<file path="src/rtl/dmem_arbiter_if.sv">
// dmem_arbiter_if: request, response and memory-side signal bundle for dmem_arbiter
interface dmem_arbiter_if #(
  parameter int ADDR_W = 12,
  parameter int DATA_W = 32
);
  logic req0_valid_i, req1_valid_i, req0_ready_o, req1_ready_o, req0_we_i, req1_we_i;
  logic [2:0] req0_funct3_i, req1_funct3_i;
  logic [ADDR_W-1:0] req0_addr_i, req1_addr_i, mem_addr_o;
  logic [DATA_W-1:0] req0_wdata_i, req1_wdata_i, rsp_rdata_o, mem_wdata_o, mem_rdata_i;
  logic rsp0_valid_o, rsp1_valid_o, rsp_err_o, mem_wr_en_o;
  modport slave (
    input req0_valid_i, req1_valid_i, req0_we_i, req1_we_i, req0_funct3_i, req1_funct3_i,
    input req0_addr_i, req1_addr_i, req0_wdata_i, req1_wdata_i, mem_rdata_i,
    output req0_ready_o, req1_ready_o, rsp0_valid_o, rsp1_valid_o, rsp_rdata_o, rsp_err_o,
    output mem_wr_en_o, mem_addr_o, mem_wdata_o
  );
  modport master (
    output req0_valid_i, req1_valid_i, req0_we_i, req1_we_i, req0_funct3_i, req1_funct3_i,
    output req0_addr_i, req1_addr_i, req0_wdata_i, req1_wdata_i, mem_rdata_i,
    input req0_ready_o, req1_ready_o, rsp0_valid_o, rsp1_valid_o, rsp_rdata_o, rsp_err_o,
    input mem_wr_en_o, mem_addr_o, mem_wdata_o
  );
endinterface

</file>
<file path="src/rtl/dmem_arbiter.sv">
// dmem_arbiter: round-robin two-port RV32I load/store controller in front of a word-wide data memory
module dmem_arbiter #(
  parameter int ADDR_W = 12,
  parameter int DATA_W = 32
) (
  input logic clk_i,
  input logic rst_i,
  dmem_arbiter_if.slave bus
);
  typedef enum logic [2:0] {IDLE, RD, LDCAP, WR, RMWWR, ERR} state_t;
  state_t state_q, state_d;
  logic owner_q, we_q, last_q, wr_q, rsp0_q, rsp1_q, err_q;
  logic [2:0] f3_q, f3_d;
  logic [1:0] lane_q;
  logic [ADDR_W-1:0] mem_addr_q, addr_d;
  logic [DATA_W-1:0] wdata_q, rdata_q, wdata_d, rd, ld_d, merged;
  logic idle, gnt0, gnt1, gnt, we_d, bad, done;
  logic [7:0] byte_v;
  logic [15:0] half_v;
  logic [4:0] sh;
  assign idle = state_q == IDLE && !rst_i;
  assign gnt0 = idle && bus.req0_valid_i && (!bus.req1_valid_i || last_q);
  assign gnt1 = idle && bus.req1_valid_i && (!bus.req0_valid_i || !last_q);
  assign gnt = gnt0 || gnt1;
  assign we_d = gnt1 ? bus.req1_we_i : bus.req0_we_i;
  assign f3_d = gnt1 ? bus.req1_funct3_i : bus.req0_funct3_i;
  assign addr_d = gnt1 ? bus.req1_addr_i : bus.req0_addr_i;
  assign wdata_d = gnt1 ? bus.req1_wdata_i : bus.req0_wdata_i;
  assign bad = (we_d ? (f3_d[2] || f3_d[1:0] == 2'b11) : (f3_d == 3'b011 || f3_d[2:1] == 2'b11))
             || (f3_d[1:0] == 2'b01 && addr_d[0]) || (f3_d[1:0] == 2'b10 && addr_d[1:0] != 2'b00);
  assign state_d = state_q == IDLE ? (gnt ? (bad ? ERR : (we_d && f3_d[1]) ? WR : RD) : IDLE)
                 : state_q == RD ? (we_q ? RMWWR : LDCAP) : IDLE;
  assign done = state_q inside {LDCAP, WR, RMWWR, ERR};
  assign rd = bus.mem_rdata_i;
  assign sh = {lane_q, 3'b000};
  assign byte_v = lane_q[1] ? (lane_q[0] ? rd[31:24] : rd[23:16]) : (lane_q[0] ? rd[15:8] : rd[7:0]);
  assign half_v = lane_q[1] ? rd[31:16] : rd[15:0];
  assign ld_d = f3_q[1] ? rd
              : f3_q[0] ? {{16{!f3_q[2] && half_v[15]}}, half_v}
              : {{24{!f3_q[2] && byte_v[7]}}, byte_v};
  assign merged = f3_q[0] ? (lane_q[1] ? {wdata_q[15:0], rd[15:0]} : {rd[31:16], wdata_q[15:0]})
                : (rd & ~(32'hFF << sh)) | ({24'b0, wdata_q[7:0]} << sh);
  always_ff @(posedge clk_i) begin
    if (rst_i) begin
      state_q <= IDLE;
      owner_q <= 1'b0;
      we_q <= 1'b0;
      f3_q <= '0;
      lane_q <= '0;
      wdata_q <= '0;
      last_q <= 1'b1;
      wr_q <= 1'b0;
      rsp0_q <= 1'b0;
      rsp1_q <= 1'b0;
      err_q <= 1'b0;
      rdata_q <= '0;
      mem_addr_q <= '0;
    end else begin
      state_q <= state_d;
      wr_q <= state_d == WR || state_d == RMWWR;
      rsp0_q <= done && !owner_q;
      rsp1_q <= done && owner_q;
      err_q <= state_q == ERR;
      rdata_q <= state_q == LDCAP ? ld_d : '0;
      if (gnt) begin
        owner_q <= gnt1;
        last_q <= gnt1;
        we_q <= we_d;
        f3_q <= f3_d;
        lane_q <= addr_d[1:0];
        wdata_q <= wdata_d;
        if (!bad) mem_addr_q <= {addr_d[ADDR_W-1:2], 2'b00};
      end
    end
  end
  assign bus.req0_ready_o = gnt0;
  assign bus.req1_ready_o = gnt1;
  assign bus.rsp0_valid_o = rsp0_q;
  assign bus.rsp1_valid_o = rsp1_q;
  assign bus.rsp_err_o = err_q;
  assign bus.rsp_rdata_o = rdata_q;
  assign bus.mem_wr_en_o = wr_q && !rst_i;
  assign bus.mem_addr_o = mem_addr_q;
  assign bus.mem_wdata_o = state_q == RMWWR ? merged : wdata_q;
endmodule

</file>
<file path="src/flat_wrapper.sv">
// flat-port wrapper written by rule: the top's interface ports become plain ports
module dmem_arbiter_flat 
#(
  parameter int ADDR_W = 12,
  parameter int DATA_W = 32
)
  (clk_i, rst_i, bus_req0_valid_i, bus_req1_valid_i, bus_req0_we_i, bus_req1_we_i, bus_req0_funct3_i, bus_req1_funct3_i, bus_req0_addr_i, bus_req1_addr_i, bus_req0_wdata_i, bus_req1_wdata_i, bus_mem_rdata_i, bus_req0_ready_o, bus_req1_ready_o, bus_rsp0_valid_o, bus_rsp1_valid_o, bus_rsp_rdata_o, bus_rsp_err_o, bus_mem_wr_en_o, bus_mem_addr_o, bus_mem_wdata_o);
  dmem_arbiter_if #(.ADDR_W(ADDR_W), .DATA_W(DATA_W)) bus_i ();
  input logic clk_i;
  input logic rst_i;
  input wire logic [$bits(bus_i.req0_valid_i)-1:0] bus_req0_valid_i;
  input wire logic [$bits(bus_i.req1_valid_i)-1:0] bus_req1_valid_i;
  input wire logic [$bits(bus_i.req0_we_i)-1:0] bus_req0_we_i;
  input wire logic [$bits(bus_i.req1_we_i)-1:0] bus_req1_we_i;
  input wire logic [$bits(bus_i.req0_funct3_i)-1:0] bus_req0_funct3_i;
  input wire logic [$bits(bus_i.req1_funct3_i)-1:0] bus_req1_funct3_i;
  input wire logic [$bits(bus_i.req0_addr_i)-1:0] bus_req0_addr_i;
  input wire logic [$bits(bus_i.req1_addr_i)-1:0] bus_req1_addr_i;
  input wire logic [$bits(bus_i.req0_wdata_i)-1:0] bus_req0_wdata_i;
  input wire logic [$bits(bus_i.req1_wdata_i)-1:0] bus_req1_wdata_i;
  input wire logic [$bits(bus_i.mem_rdata_i)-1:0] bus_mem_rdata_i;
  output wire logic [$bits(bus_i.req0_ready_o)-1:0] bus_req0_ready_o;
  output wire logic [$bits(bus_i.req1_ready_o)-1:0] bus_req1_ready_o;
  output wire logic [$bits(bus_i.rsp0_valid_o)-1:0] bus_rsp0_valid_o;
  output wire logic [$bits(bus_i.rsp1_valid_o)-1:0] bus_rsp1_valid_o;
  output wire logic [$bits(bus_i.rsp_rdata_o)-1:0] bus_rsp_rdata_o;
  output wire logic [$bits(bus_i.rsp_err_o)-1:0] bus_rsp_err_o;
  output wire logic [$bits(bus_i.mem_wr_en_o)-1:0] bus_mem_wr_en_o;
  output wire logic [$bits(bus_i.mem_addr_o)-1:0] bus_mem_addr_o;
  output wire logic [$bits(bus_i.mem_wdata_o)-1:0] bus_mem_wdata_o;
  assign bus_i.req0_valid_i = bus_req0_valid_i;
  assign bus_i.req1_valid_i = bus_req1_valid_i;
  assign bus_i.req0_we_i = bus_req0_we_i;
  assign bus_i.req1_we_i = bus_req1_we_i;
  assign bus_i.req0_funct3_i = bus_req0_funct3_i;
  assign bus_i.req1_funct3_i = bus_req1_funct3_i;
  assign bus_i.req0_addr_i = bus_req0_addr_i;
  assign bus_i.req1_addr_i = bus_req1_addr_i;
  assign bus_i.req0_wdata_i = bus_req0_wdata_i;
  assign bus_i.req1_wdata_i = bus_req1_wdata_i;
  assign bus_i.mem_rdata_i = bus_mem_rdata_i;
  assign bus_req0_ready_o = bus_i.req0_ready_o;
  assign bus_req1_ready_o = bus_i.req1_ready_o;
  assign bus_rsp0_valid_o = bus_i.rsp0_valid_o;
  assign bus_rsp1_valid_o = bus_i.rsp1_valid_o;
  assign bus_rsp_rdata_o = bus_i.rsp_rdata_o;
  assign bus_rsp_err_o = bus_i.rsp_err_o;
  assign bus_mem_wr_en_o = bus_i.mem_wr_en_o;
  assign bus_mem_addr_o = bus_i.mem_addr_o;
  assign bus_mem_wdata_o = bus_i.mem_wdata_o;
  dmem_arbiter #(.ADDR_W(ADDR_W), .DATA_W(DATA_W)) u_core (.clk_i(clk_i), .rst_i(rst_i), .bus(bus_i));
endmodule
</file>
<file path="config.mk">
export PLATFORM = sky130hd
export DESIGN_NAME = dmem_arbiter_flat
export DESIGN_NICKNAME = d
export VERILOG_FILES = /design/src/rtl/dmem_arbiter_if.sv /design/src/rtl/dmem_arbiter.sv /design/src/flat_wrapper.sv
export SDC_FILE = /design/constraint.sdc
export NUM_CORES = 1
export LEC_CHECK = 0
export ABC_AREA = 1
export CAP_MARGIN = 25
export CORE_UTILIZATION = 24
export DETAILED_ROUTE_END_ITERATION = 8
export PLACE_DENSITY = 0.59
export SLEW_MARGIN = 20
export SYNTH_ARGS = -nofsm -noshare
export SYNTH_HDL_FRONTEND = slang
export SYNTH_SLANG_ARGS = --single-unit
</file>
<file path="constraint.sdc">
create_clock -name clk_i -period 2 [get_ports clk_i]
set_input_delay 0.3 -clock clk_i [delete_from_list [all_inputs] [get_ports clk_i]]
set_output_delay 0.3 -clock clk_i [all_outputs]
set_load 0.01 [all_outputs]
</file>
After elaboration in Yosys (flattened, before gate mapping)
Index checks and enable logic that the tools add are counted.
W data, S select, Z words.
- reduce and logical (&&, ||, !) cells: 32
- equal/unequal tests: 12
- shifts and indexed selects: 2
- muxes and demuxes: 20
- bitwise logic cells: 5
- operators by type and width (operator ; number):
    $mux W32 ; 6
    $and A32 B32 Y32 ; 1
    $not A32 Y32 ; 1
    $or A32 B32 Y32 ; 1
    $shl A8 B5 Y32 ; 1
    $shl A8 B5 Y32 const A ; 1
    $mux W8 ; 3
    $mux W3 ; 6
    $mux W16 ; 1
    $logic_and A1 B1 Y1 ; 13
    $eq A3 B2 Y1 const B ; 4
    $mux W12 ; 1
    $eq A3 B3 Y1 const B ; 3
    $logic_or A1 B1 Y1 ; 8
    $eq A2 B2 Y1 const B ; 3
    $logic_not A1 Y1 ; 6
    $reduce_bool A4 Y1 ; 1
    $eq A3 B1 Y1 const B ; 1
    $logic_not A3 Y1 ; 1
    $eq A2 B1 Y1 const B ; 1
    $mux W1 ; 2
    $mux W2 ; 1
    $not A1 Y1 ; 2
    $reduce_and A2 Y1 ; 1
    2 further kinds ; 2
- register bits after elaboration: 89
- bits of input ports: 132
- output and inout port bits: 82
- logic and storage cells: 84

Longest topological paths before layout
- depth in word-level cells: 15
- depth in mapped cells: 13
- gate-level depth less buffers: 13

Worst setup path before layout
No wires, ideal clock.
- path type: reg2out
- from: register u_core.state_q[0]
- to: output port bus_mem_wdata_o[0]
- slack: 0.197 ns
- cell stages (with the launch flop): 8
- arrival: 1.503 ns
- path buffers: 1
- cells stage by stage: dfxtp_1 > inv_2 > nand2_1 > nor2_4 > inv_1 > or3_1 > buf_2 > mux2_2
- cells in the longest elaborated chain, start to end: 2
- ends and longest elaborated chain (element ; RTL line ; text):
    start, declared ; dmem_arbiter.sv:11 ; state_t state_q, state_d;
    start signal, assigned ; dmem_arbiter.sv:59 ; state_q <= state_d;
    $eq A3 B3 Y1 ; dmem_arbiter.sv:84 ; assign bus.mem_wdata_o = state_q == RMWWR ? merged : wdata_q;
    $mux W32 ; dmem_arbiter.sv:84 ;
    end, declared ; flat_wrapper.sv:30 ; output wire logic [$bits(bus_i.mem_wdata_o)-1:0] bus_mem_wdata_o;
No other way between the ends.

Worst setup path after layout
- from: register u_core.state_q[0]
- to: output port bus_mem_wdata_o[3]
Same word-level chain as after synthesis.

==> results.txt <==
The wire length of the first global-routing pass is 30.8 mm. The warning count from the yosys run is 0. After floorplanning, the core was sized to cover 21000 um2. The portion of synthesized cell area occupied by the leading cell type is 0.349. The setup-violating endpoint count in the final report came out at 9. The via count of the first global-routing pass is 5678. Of the total synthesized cell area, the portion taken by full adders, half adders and majority gates is 0. The endpoint kind of the worst setup timing path is an output pin.

Data on the critical path arrives at its endpoint at 1860 ps. The actual slew at the worst max-slew pin came out at 536 ps. The distinct cell type count of the synthesized netlist is 32. The hold violation total from the final report is 0.

The final routed DRC violation total came out at 0. The HPWL after detailed placement is 15.7 mm. Timing would allow up to 464 MHz.

The clock insertion delay at the later pin of the skew report is 340 ps. The area enclosed by the die boundary is 21900 um2. The post-route non-filler standard cell count is 1365.

The detailed-routing iteration count for the pre-antenna-repair pass is 5. Power spread over the standard cell area amounts to 655 nW/um2. The fraction of layout cells with a size suffix above 1 came out at 0.183.

The period utilization is 1.08. The total leakage power came out at 3.69 nW. Once detail routing completed, the nets flagged for antenna violations numbered 0.

The biggest area contributor in the post-synthesis netlist is sky130_fd_sc_hd__dfxtp_1. The tightest slew margin relative to the limit is 0.641. The clock tree from TritonCTS is yes. By area, the combinational part of the netlist is dominated by simple AND/OR/NAND/NOR gates. The maximum buffer depth of the clock tree is 2. The via total after detailed routing is 6281. The worst path in the final design needs a cycle of 2160 ps, including I/O delays and setup. After routing the design area is 8500 um2.

The checks that failed: negative setup slack. Yosys instantiated no cell more often than sky130_fd_sc_hd__nand2_1. The completed layout was analyzed and its total power is 5.57 mW. The number of max-slew violations in the final report is 0. The largest net degree at the start of global routing is 41.

For this block, the initial DRC count from the detailed router was 376. In the global route stage, overall resource usage came out at 0.181. The post-synthesis mux area share is 0.0154.

Dividing the detail-routed wire length by the instance count gives 14.9 um. The placer's final routability congestion estimate came out at 0.873. The flow ran to the end, but the final reports show violations.

The number of diodes came out at 0. The number of flops mapped to enable cells by yosys came out at 0. The number of buffers created by CTS came out at 9. The total number of nets in the final design is 1219.

STA classifies the critical path startpoint as a flop. The least setup slack across all paths after layout is -157 ps. The effective utilization at floorplan came out at 0.244. The synthesized-area fraction occupied by xor and xnor cells came out at 0. The number of synthesized register bits is 89.

The mean cell area of the mapped netlist came out at 6.21 um2. The worst-case clock skew came out at 6.89 ps. The number of cells in the design after placement is 1344.

In this run the worst hold path is classified as flop to flop. The total overflow left after global routing is 0. Setup repair after global routing could not meet its margin everywhere.

Buffers inserted to repair hold after CTS numbered 0. The flip-flop cell with the highest count after synthesis is sky130_fd_sc_hd__dfxtp_1. The number of top-level pins came out at 214. At the worst endpoint, the required time is 1700 ps.

The sum of routed wire length over all layers is 20.3 mm. The count of maximum capacitance violations is 0. After synthesis, the cell types taking the most area are sky130_fd_sc_hd__dfxtp_1 (35%), sky130_fd_sc_hd__nand2_1 (14%), sky130_fd_sc_hd__a21oi_1 (10%). The die outline width came out at 148 um. The total standard cell area after synthesis is 5110 um2. The clock tree synthesis step divided the H-tree into 3 levels. The total number of clock tree sinks is 89. The height of the die is 148 um. The post-synthesis compound-gate area fraction came out at 0.256. The commonest cells after synthesis are sky130_fd_sc_hd__nand2_1 (196), sky130_fd_sc_hd__nor2_1 (116), sky130_fd_sc_hd__a21oi_1 (103). The initial antenna violation count is 0.

The cell at the root of the clock tree is sky130_fd_sc_hd__clkbuf_16. The detailed-route vias per instance is 4.60. Of the total synthesized cell area, the portion taken by AND, OR, NAND and NOR gates is 0.272.

In this run the worst path has a maximum fanout of 4. The worst voltage drop across the vdd grid is 0.361 mV. The share of async-settable or async-resettable flops after synthesis is 0. The count of buffers added on input and output ports is 211. The area growth from synthesis to final layout is 66.5%. The number of placement rows came out at 53. The clock-pin slew on the worst setup and hold paths came out at 60 ps. The synthesized instance count came out at 822. The sequential area share after synthesis is 0.349.

Once placement finished, the instance area stood at 8090 um2. The critical path is of the flop to output pin type.
[state kept, by name, summed over array words and instances (netlist names)]
signal / count
u_core.bus.mem_addr_o: 10
u_core.bus.rsp_rdata_o: 32
u_core.wdata_q: 32
u_core.lane_q: 2
u_core.last_q: 1
u_core.bus.rsp0_valid_o: 1
u_core.wr_q: 1
u_core.bus.rsp_err_o: 1
u_core.we_q: 1
u_core.owner_q: 1
u_core.bus.rsp1_valid_o: 1
u_core.state_q: 3
u_core.f3_q: 3
[through the flow]
stage          setup TNS, ps  setup WS [ps]   util  hold WS, ps
4_1_cts                -1810           -216  0.399          464
3_5_place_dp           -8290           -253  0.386          454
5_1_grt                -2400           -218  0.406          483
2_1_floorplan              0            197      -          446
6_report               -1020           -157  0.406          466
3_3_place_gp           -8190           -280  0.386          452
[cell type report]
cell class,count,area (um2)
clock buffer,11,243
sequential,89,1790
fill,2298,12500
multi-input combinational,599,2910
clock inverter,3,18.8
inverter,76,294
tap,275,344
timing repair buffer,312,2900
[repair_timing]
item / in CTS / in global routing
pin swaps: 3 / 15
hold endpoints to repair: 0 / 0
gates cloned: 2 / 1
resized for setup: 161 / 61
setup endpoints to repair: 34 / 42
buffers inserted: 0 / 5
[cells by family after synthesis]
logic type / Yosys count
AO/OA/AOI/OAI: 245
buffers and inverters: 135
other: 1
flip-flops: 89
multiplexers: 7
AND/OR/NAND/NOR: 345
[layer usage]
layer	vias to the layer above	wire (um)	global-route usage
li1	3223	-	-
met1	2805	9530	0.252
met2	231	8900	0.284
met3	22	1540	0.0327
met4	0	351	0.0536
met5	-	0	0
[path summary, 6_finish.rpt]
check,startpoint,end,slack [ps],cells past startpoint
worst min register to register,u_core.wdata_q[19],u_core.wdata_q[19],470,2
worst min-delay path,u_core.wdata_q[19],u_core.wdata_q[19],470,2
worst max-delay path,u_core.state_q[0],bus_mem_wdata_o[3],-160,8
worst max register to register,u_core.state_q[0],u_core.bus.mem_addr_o[5],200,13
[cells in the final DEF, fill, tap and decap left out, types with 3 or more instances in the layout]
cell type	netlist	final
sky130_fd_sc_hd__buf_12	0	7
sky130_fd_sc_hd__inv_2	6	6
sky130_fd_sc_hd__clkbuf_16	0	10
sky130_fd_sc_hd__nand3_1	9	9
sky130_fd_sc_hd__a21oi_4	2	3
sky130_fd_sc_hd__nor2_1	116	114
sky130_fd_sc_hd__dfxtp_1	89	85
sky130_fd_sc_hd__inv_1	68	65
sky130_fd_sc_hd__nor2_4	2	3
sky130_fd_sc_hd__a21oi_1	103	94
sky130_fd_sc_hd__o21ai_1	17	30
sky130_fd_sc_hd__a21oi_2	0	8
sky130_fd_sc_hd__clkdlybuf4s50_1	0	177
sky130_fd_sc_hd__nand2_2	1	4
sky130_fd_sc_hd__buf_6	2	13
sky130_fd_sc_hd__a31oi_1	17	16
sky130_fd_sc_hd__o21ai_2	0	5
sky130_fd_sc_hd__buf_2	13	19
sky130_fd_sc_hd__buf_4	2	89
sky130_fd_sc_hd__mux2_2	7	5
sky130_fd_sc_hd__nand2_1	196	191
sky130_fd_sc_hd__nand4_1	12	12
sky130_fd_sc_hd__o22ai_1	7	7
sky130_fd_sc_hd__o31ai_1	6	6
sky130_fd_sc_hd__nand3b_1	3	3
sky130_fd_sc_hd__o21ai_0	89	71
[worst max-delay path: stages (launching register included)]
cell and delay, ps:
sky130_fd_sc_hd__dfxtp_2 320, sky130_fd_sc_hd__inv_2 70, sky130_fd_sc_hd__nand2_4 60, sky130_fd_sc_hd__nor2_4 110
sky130_fd_sc_hd__inv_4 50, sky130_fd_sc_hd__or3_4 350, sky130_fd_sc_hd__buf_6 140, sky130_fd_sc_hd__mux2_4 300
sky130_fd_sc_hd__buf_6 120
[power by group]
group | internal, mW | switching, mW
Clock | 0.860 | 0.675
Combinational | 0.968 | 1.07
Sequential | 1.89 | 0.108
(Power assumes the default switching activity.)
